`src/rtl/bcd_seq_calc_pkg.sv`:
```
// Shared definitions for the sequential BCD calculator.
//   state_t  : controller states
//   BCD_MAX  : largest legal BCD digit
//   DISP_ERR : per-digit display code shown for blank/error
package bcd_seq_calc_pkg;

  typedef enum logic [2:0] {
    ENTER_A,
    ENTER_B,
    EXEC,
    DONE,
    ERR
  } state_t;

  localparam logic [3:0] BCD_MAX  = 4'd9;
  localparam logic [3:0] DISP_ERR = 4'hF;

endpackage

```
`src/rtl/bcd_digit_adder.sv`:
```
// One-digit BCD adder with decimal correction.
//   a, b : BCD digits (0..9)
//   cin  : carry in
//   s    : BCD sum digit
//   cout : decimal carry out (raw sum 10..19)
module bcd_digit_adder
  import bcd_seq_calc_pkg::*;
(
  input  logic [3:0] a,
  input  logic [3:0] b,
  input  logic       cin,
  output logic [3:0] s,
  output logic       cout
);

  logic [4:0] raw;

  always_comb begin
    raw = {1'b0, a} + {1'b0, b} + {4'b0000, cin};
    if (raw > {1'b0, BCD_MAX}) begin
      s    = 4'(raw + 5'd6);
      cout = 1'b1;
    end else begin
      s    = raw[3:0];
      cout = 1'b0;
    end
  end

endmodule

```
`src/rtl/bcd_seq_calc.sv`:
```
// Sequential BCD add/subtract controller.
// Collects two DIGITS-digit BCD operands from key strobes, then runs one
// shared digit adder serially (LSD first) for DIGITS cycles.
//   CLOCK_50    : clock            rst      : async active-high reset
//   clr         : sync clear       digit_valid/digit : digit key strobe
//   op_valid/op_sub : operator key (1 = subtract)
//   eq_valid    : execute strobe
//   disp        : operand under entry or result (all-ones on error/ovf)
//   busy        : executing        done     : one-cycle result pulse
//   ovf         : carry-out / borrow       err : non-BCD digit entered
module bcd_seq_calc
  import bcd_seq_calc_pkg::*;
#(
  parameter int DIGITS = 4
) (
  input  logic                  CLOCK_50,
  input  logic                  rst,
  input  logic                  clr,
  input  logic                  digit_valid,
  input  logic [3:0]            digit,
  input  logic                  op_valid,
  input  logic                  op_sub,
  input  logic                  eq_valid,
  output logic [4*DIGITS-1:0]   disp,
  output logic                  busy,
  output logic                  done,
  output logic                  ovf,
  output logic                  err
);

  localparam int W  = 4 * DIGITS;
  localparam int IW = (DIGITS > 1) ? $clog2(DIGITS) : 1;
  localparam int CW = $clog2(DIGITS + 1);
  localparam logic [IW-1:0] IDX_LAST = IW'(DIGITS - 1);
  localparam logic [CW-1:0] CNT_MAX  = CW'(DIGITS);

  state_t        state, nxt_state;
  logic [W-1:0]  a_reg, nxt_a;
  logic [W-1:0]  b_reg, nxt_b;
  logic [W-1:0]  res_reg, nxt_res;
  logic [CW-1:0] cnt, nxt_cnt;
  logic [IW-1:0] idx, nxt_idx;
  logic          carry, nxt_carry;
  logic          sub, nxt_sub;
  logic          ovf_reg, nxt_ovf;
  logic          done_reg, nxt_done;

  logic [3:0]    a_dig, b_dig, b_op, sum_dig;
  logic          sum_cout;
  logic [W-1:0]  shift_a, shift_b;

  always_comb begin
    a_dig   = a_reg[4*int'(idx) +: 4];
    b_dig   = b_reg[4*int'(idx) +: 4];
    b_op    = sub ? (BCD_MAX - b_dig) : b_dig;
    shift_a = a_reg << 4;
    shift_a[3:0] = digit;
    shift_b = b_reg << 4;
    shift_b[3:0] = digit;
  end

  bcd_digit_adder u_add (
    .a    (a_dig),
    .b    (b_op),
    .cin  (carry),
    .s    (sum_dig),
    .cout (sum_cout)
  );

  always_ff @(posedge CLOCK_50 or posedge rst) begin
    if (rst) begin
      state    <= ENTER_A;
      a_reg    <= '0;
      b_reg    <= '0;
      res_reg  <= '0;
      cnt      <= '0;
      idx      <= '0;
      carry    <= 1'b0;
      sub      <= 1'b0;
      ovf_reg  <= 1'b0;
      done_reg <= 1'b0;
    end else begin
      state    <= nxt_state;
      a_reg    <= nxt_a;
      b_reg    <= nxt_b;
      res_reg  <= nxt_res;
      cnt      <= nxt_cnt;
      idx      <= nxt_idx;
      carry    <= nxt_carry;
      sub      <= nxt_sub;
      ovf_reg  <= nxt_ovf;
      done_reg <= nxt_done;
    end
  end

  // Strobe priority clr > eq > op > digit: each branch consumes the
  // highest-priority strobe and drops the rest, even when it is a no-op.
  always_comb begin
    nxt_state = state;
    nxt_a     = a_reg;
    nxt_b     = b_reg;
    nxt_res   = res_reg;
    nxt_cnt   = cnt;
    nxt_idx   = idx;
    nxt_carry = carry;
    nxt_sub   = sub;
    nxt_ovf   = ovf_reg;
    nxt_done  = 1'b0;
    if (clr) begin
      nxt_state = ENTER_A;
      nxt_a     = '0;
      nxt_b     = '0;
      nxt_res   = '0;
      nxt_cnt   = '0;
      nxt_idx   = '0;
      nxt_carry = 1'b0;
      nxt_sub   = 1'b0;
      nxt_ovf   = 1'b0;
    end else begin
      unique case (state)
        ENTER_A: begin
          if (eq_valid) begin
          end else if (op_valid) begin
            nxt_sub   = op_sub;
            nxt_b     = '0;
            nxt_cnt   = '0;
            nxt_state = ENTER_B;
          end else if (digit_valid) begin
            if (digit > BCD_MAX) begin
              nxt_state = ERR;
            end else if (cnt != CNT_MAX) begin
              nxt_a   = shift_a;
              nxt_cnt = cnt + 1'b1;
            end
          end
        end
        ENTER_B: begin
          if (eq_valid) begin
            nxt_res   = '0;
            nxt_idx   = '0;
            nxt_carry = sub;
            nxt_state = EXEC;
          end else if (op_valid) begin
            nxt_sub = op_sub;
          end else if (digit_valid) begin
            if (digit > BCD_MAX) begin
              nxt_state = ERR;
            end else if (cnt != CNT_MAX) begin
              nxt_b   = shift_b;
              nxt_cnt = cnt + 1'b1;
            end
          end
        end
        EXEC: begin
          nxt_res[4*int'(idx) +: 4] = sum_dig;
          nxt_carry = sum_cout;
          if (idx == IDX_LAST) begin
            nxt_ovf   = sub ? ~sum_cout : sum_cout;
            nxt_done  = 1'b1;
            nxt_state = DONE;
          end else begin
            nxt_idx = idx + 1'b1;
          end
        end
        DONE: begin
          if (eq_valid) begin
          end else if (op_valid) begin
            nxt_a     = ovf_reg ? '0 : res_reg;
            nxt_sub   = op_sub;
            nxt_b     = '0;
            nxt_cnt   = '0;
            nxt_ovf   = 1'b0;
            nxt_state = ENTER_B;
          end else if (digit_valid) begin
            nxt_a      = '0;
            nxt_a[3:0] = digit;
            nxt_cnt    = CW'(1);
            nxt_ovf    = 1'b0;
            nxt_state  = ENTER_A;
          end
        end
        ERR: begin
        end
        default: nxt_state = ENTER_A;
      endcase
    end
  end

  always_comb begin
    disp = '0;
    unique case (state)
      ENTER_A:       disp = a_reg;
      ENTER_B, EXEC: disp = b_reg;
      DONE:          disp = ovf_reg ? {DIGITS{DISP_ERR}} : res_reg;
      ERR:           disp = {DIGITS{DISP_ERR}};
      default:       disp = '0;
    endcase
  end

  assign busy = (state == EXEC);
  assign done = done_reg;
  assign ovf  = ovf_reg;
  assign err  = (state == ERR);

endmodule
```
`config.mk`:
```
export PLATFORM = sky130hd
export DESIGN_NAME = bcd_seq_calc
export DESIGN_NICKNAME = d
export VERILOG_FILES = /design/src/rtl/bcd_seq_calc_pkg.sv /design/src/rtl/bcd_digit_adder.sv /design/src/rtl/bcd_seq_calc.sv
export SDC_FILE = /design/constraint.sdc
export NUM_CORES = 1
export LEC_CHECK = 0
export CAP_MARGIN = 20
export CELL_PAD_IN_SITES_DETAIL_PLACEMENT = 0
export CELL_PAD_IN_SITES_GLOBAL_PLACEMENT = 1
export CORE_MARGIN = 10
export CORE_UTILIZATION = 49
export DETAILED_ROUTE_END_ITERATION = 8
export PLACE_DENSITY = 0.89
export SYNTH_ARGS = -nofsm -noshare
export SYNTH_HDL_FRONTEND = slang
export SYNTH_SLANG_ARGS = --single-unit
```
`constraint.sdc`:
```
create_clock -name CLOCK_50 -period 5.1 [get_ports CLOCK_50]
set_input_delay 1.02 -clock CLOCK_50 [delete_from_list [all_inputs] [get_ports CLOCK_50]]
set_output_delay 1.02 -clock CLOCK_50 [all_outputs]
set_load 0.01 [all_outputs]
```
# Word level (Yosys, flattened, before mapping)
# Index checks and enable logic that the tools add are counted.
# totals
register_bits	60
# classes
bitwise	1
add_sub_neg	7
n_shift	4
muxes	74
magnitude_cmp	2
reduce_logical	19
eq_ne	26
# ops
op	count
2-to-1 mux 16 bit	21
one-hot mux 16 bit (2 select lines)	3
2-to-1 mux 3 bit	22
one-hot mux 16 bit (4 select lines)	1
inequality test 3 bit, second input constant	15
negator 4 -> 33 bit	1
variable shift 4 x 33 -> 16 bit, first input constant	1
indexed part select 4 x 33 -> 16 bit	1
indexed part select 16 x 5 -> 4 bit	2
bitwise mux 16 bit	1
2-to-1 mux 1 bit	16
AND reduction 8 bit	2
one-hot mux 3 bit (5 select lines)	1
AND reduction 6 bit	2
nonzero test 3 bit	4
one-hot mux 3 bit (3 select lines)	1
2-to-1 mux 4 bit	2
inequality test 4 bit, second input constant	2
equality test 3 x 2 -> 1 bit, second input constant	2
2-to-1 mux 2 bit	3
AND reduction 3 bit	2
adder 4 x 4 -> 5 bit	1
adder 5 x 1 -> 5 bit	1
> comparator 5 x 4 -> 1 bit, second input constant	1
other kinds (21)	25

# Depth between registers and ports, before layout
# logic_depth
depth_word	12
depth_mapped	13

# Hierarchy
# A second synthesis with hierarchy kept.
# hier_totals
hier_cells	447
hier_area_um2	4134.0
# modules_own_cells
module	n_inst	area_each_um2	cells_each	seq_area_each_um2
bcd_seq_calc	1	3922.5	425	1501.4
bcd_digit_adder	1	211.5	22	0.0

# Worst setup path after synthesis
# No wires, ideal clock.
# synth_timing
path_kind	register -> register
start	register idx[0]
end	register res_reg[10]
setup_time_ns	0.077
path_buffers	2
arrival_ns	3.404
stages_incl_launch_ff	14
t_required_ns	5.023
setup_slack_ns	1.619
period_less_slack_ns	3.481
cell_sequence	dfrtp_1 -> clkbuf_1 -> buf_2 -> mux4_2 -> inv_1 -> fa_1 -> inv_1 -> fa_1 -> xnor2_1 -> ha_1 -> a22oi_1 -> a31oi_4 -> mux2_2 -> o21ai_1
# synth_between
elab_chain_len	11
elab_cells_between_ends	15
# synth_lines
element	line	source
start: declaration	bcd_seq_calc.sv:42	logic [IW-1:0] idx, nxt_idx;
start signal: assignment	bcd_seq_calc.sv:88	idx <= nxt_idx;
indexed part select 16 x 5 -> 4 bit	bcd_seq_calc.sv:54	b_dig = b_reg[4*int'(idx) +: 4];
subtractor 4 bit	bcd_seq_calc.sv:55	b_op = sub ? (BCD_MAX - b_dig) : b_dig;
2-to-1 mux 4 bit	bcd_seq_calc.sv:55	
adder 4 x 4 -> 5 bit	bcd_digit_adder.sv:19	raw = {1'b0, a} + {1'b0, b} + {4'b0000, cin};
adder 5 x 1 -> 5 bit	bcd_digit_adder.sv:19	
adder 4 x 3 -> 4 bit / > comparator 5 x 4 -> 1 bit (equally long branches)	bcd_digit_adder.sv:21, bcd_digit_adder.sv:20	
2-to-1 mux 4 bit	bcd_digit_adder.sv:20	if (raw > {1'b0, BCD_MAX}) begin
indexed part select 4 x 33 -> 16 bit	bcd_seq_calc.sv:155	nxt_res[4*int'(idx) +: 4] = sum_dig;
bitwise mux 16 bit *	bcd_seq_calc.sv:155	
one-hot mux 16 bit (2 select lines) *	bcd_seq_calc.sv:120	unique case (state)
2-to-1 mux 16 bit *	bcd_seq_calc.sv:109	if (clr) begin
end signal: assignment	bcd_seq_calc.sv:86	res_reg <= nxt_res;
end: declaration	bcd_seq_calc.sv:40	logic [W-1:0] res_reg, nxt_res;
# Every way passes the cells marked *; elsewhere a longest branch is shown, timed or not.
# A chain may end at the register's enable or synchronous reset.

# Worst setup path in the final report
# Same ends and word-level chain as after synthesis.

==> results.sh <==
export IMPL_io_buffers=30
export IMPL_grt_ovfl_total=0
export IMPL_grt_pass1_vias=3431
export IMPL_synthTopCellsByArea="dfrtp_1 37%, nand2_1 5.7%, o21ai_0 4.7%"
export IMPL_tns_ns=0
export IMPL_cp_max_fo=16
export IMPL_track_usage=0.181
export IMPL_yosys_warnings=0
export IMPL_yosysTopAreaCellShare=0.372
export IMPL_placed_cell_area_sq_um=4340
export IMPL_cellInternalPower_uw=1380
export IMPL_cts_tree="done"
export IMPL_wire_per_inst_microns=19.0
export IMPL_clkSinkCount=60
export IMPL_pwr_share_comb=0.481
export IMPL_cts_setup_buffers=0
export IMPL_tightestPinTransition_ns=1.01
export IMPL_timing_hold_ws_ns=0.541
export IMPL_fin_area_sq_um=4590
export IMPL_dieHeight_microns=111
export IMPL_crit_top_cell="ha_1"
export IMPL_drive_gt1_frac=0.117
export IMPL_start_util=0.498
export IMPL_fin_crit_sh=0.764
export IMPL_hold_buffers=0
export IMPL_finalHoldViolCount=0
export IMPL_fillerInstances=758
export IMPL_leakagePower_uw=0.00189
export IMPL_clk_pin_slew_ns=0.08
export IMPL_gp_congestion=0.874
export IMPL_relSlewSlack=0.326
export IMPL_placementRows=33
export IMPL_ctsResizeCount=0
export IMPL_cts_made_buffers=9
export IMPL_synth_cell_types=63
export IMPL_antenna_left=0
export IMPL_synth_seq_area_share=0.372
export IMPL_die_area_sq_um=12300
export IMPL_synthCells=459
export IMPL_seqPwrFrac=0.294
export IMPL_slowest_delay_ns=0.85
export IMPL_synth_avg_cell_area_sq_um=8.78
export IMPL_worstPathArrival_ns=4.16
export IMPL_pwr_share_clk=0.225
export IMPL_fmax_mhz=257
export IMPL_n_antenna_cell=0
export IMPL_clk_latency_ns=0.35
export IMPL_p_per_area_nw_per_um2=523
export IMPL_synth_edff_count=0
export IMPL_maxCapViolations=0
export IMPL_synth_seq_cells=60
export IMPL_drc=0
export IMPL_p_switching_uw=1020
export IMPL_hpwl_microns=8170
export IMPL_async_flop_share=1.00
export IMPL_wl_microns=11100
export IMPL_p_sw_frac=0.425
export IMPL_syn_to_final_growth_pct=13.7
export IMPL_clockBufferDepth=2
export IMPL_die_w_microns=111
export IMPL_setup_viol=0
export IMPL_fin_crit_ns=3.90
export IMPL_place_ws_ns=1.25
export IMPL_htreeDepth=3
export IMPL_grt_setup_unrepaired="no"
export IMPL_crit_type="register to register"
export IMPL_dr_first_iter_drc_count=310
export IMPL_skew_ns=0.0111
export IMPL_via_count=3543
export IMPL_viasPerCell=6.08
export IMPL_critPathTopFamily="multiplexers"
export IMPL_grt_first_pass_wirelength_microns=18500
export IMPL_path_buf_inv=1
export IMPL_netlist_area_sq_um=4030
export IMPL_fin_nets=497
export IMPL_num_io_pins=31
export IMPL_peakVddDrop_mv=0.227
export IMPL_drt_first_pass_iters=5
export IMPL_synth_fp_nets=483
export IMPL_startpoint_type="register"
export IMPL_final_max_slew_viol_count=0
export IMPL_cts_root_buf="clkbuf_8"
export IMPL_crit_required_ns=5.37
export IMPL_end_kind="register"
export IMPL_hold_path_class="register to register"
export IMPL_outcome="complete, no violations"
export IMPL_core_area_sq_um=8090
export IMPL_grt_max_degree=53
export IMPL_synth_top_flop_cell="dfrtp_1"
export IMPL_netlist_top_cell_by_area="dfrtp_1"
export IMPL_setup_ws_ns=1.20
export IMPL_antenna_found_initial=0
export IMPL_slowest_stage="dfrtp_1"
export IMPL_path_cells="mux4_2, inv_1, ha_1, nand2_1, o21ai_0, ha_1, xnor2_1, ha_1, a22oi_1, a31oi_4, mux2_2, o21ai_1"
[area by class of cell]
class | instances | area, sq um | area share
multi-input cells | 334 | 2240 | 0.489
inverters | 33 | 124 | 0.0270
well taps | 105 | 131 | 0.0286
flip-flops and latches | 60 | 1500 | 0.327
repair buffers | 35 | 338 | 0.0737
clock inverters | 6 | 111 | 0.0243
clock buffers | 10 | 138 | 0.0300
[metrics by stage]
stage	power [uW]	utilization	std cells
final	2400	0.567	583
after global routing	2560	0.567	583
after CTS	2390	0.567	583
after detailed placement	1850	0.536	567
after global placement	1820	0.536	567
after floorplan	1510	-	459
[path summary, 6_finish.rpt]
| path | startpoint | to | slack, ns | depth (start not counted) |
|---|---|---|---|---|
| setup / recovery | idx[0] | res_reg[10] | 1.20 | 12 |
| setup reg to reg | idx[0] | res_reg[10] | 1.20 | 12 |
| hold / removal | a_reg[15] | a_reg[15] | 0.54 | 2 |
| hold reg to reg | a_reg[15] | a_reg[15] | 0.54 | 2 |
| min in group asynchronous | rst | done | 0.90 | 2 |
| max in group asynchronous | rst | b_reg[8] | 3.28 | 3 |
[cell usage after synthesis, types with 3 or more instances]
cell / count
nand3_1: 5
a211oi_1: 3
a21oi_1: 24
a21o_1: 3
nor2b_1: 5
a22oi_1: 13
xnor2_1: 4
o21ai_1: 34
mux2_2: 3
mux2i_1: 17
buf_2: 11
o21ai_0: 38
dfrtp_1: 60
nor3b_1: 4
nand2b_1: 3
ha_1: 11
clkbuf_1: 15
buf_4: 4
o221a_2: 9
nand2_1: 61
nor2_1: 31
mux4_2: 8
inv_1: 33
o22ai_1: 4
[per-layer routing]
metal	vias to the layer above	GRT usage	wire (microns)
met1	1715	0.243	5010
met4	0	0.0634	190
met3	16	0.0298	689
met5	-	0	0
li1	1664	-	-
met2	148	0.288	5180
[cell usage in the layout, fill, tap and decap left out, types with 4 or more instances in the layout]
cell type and n:
nand3_1 5, o21ai_0 38, ha_1 11, a22oi_1 13
a21oi_1 24, dfrtp_1 60, o21ai_1 34, inv_1 32
nor2b_1 5, nor2_1 31, clkdlybuf4s50_1 30, clkbuf_8 10
xnor2_1 4, o221a_2 9, o22ai_1 4, mux4_2 8
buf_4 5, nand2_1 61, mux2i_1 17, nor3b_1 4
[power by group through the flow]
stage	registers (uW)	logic [uW]	clock network (uW)
after floorplan	629	879	0
after global placement	706	1110	0
after detailed placement	709	1140	0
after CTS	700	1150	543
after global routing	718	1270	568
final	705	1150	539
[cell families after synthesis]
family          synth area share
fa+ha+maj                 0.0441
simple gates               0.155
flops                      0.372
compound gates             0.247
buf+inv                   0.0714
mux                       0.0953
xor+xnor                  0.0149
[tightest hold or removal path, delay by kind of cell, from the launching register on]
kind / cells / cell delay [ns]
flops: 1 / 0.38
compound gates: 1 / 0.06
simple gates: 1 / 0.06
Power figures use the tool's default switching activity.
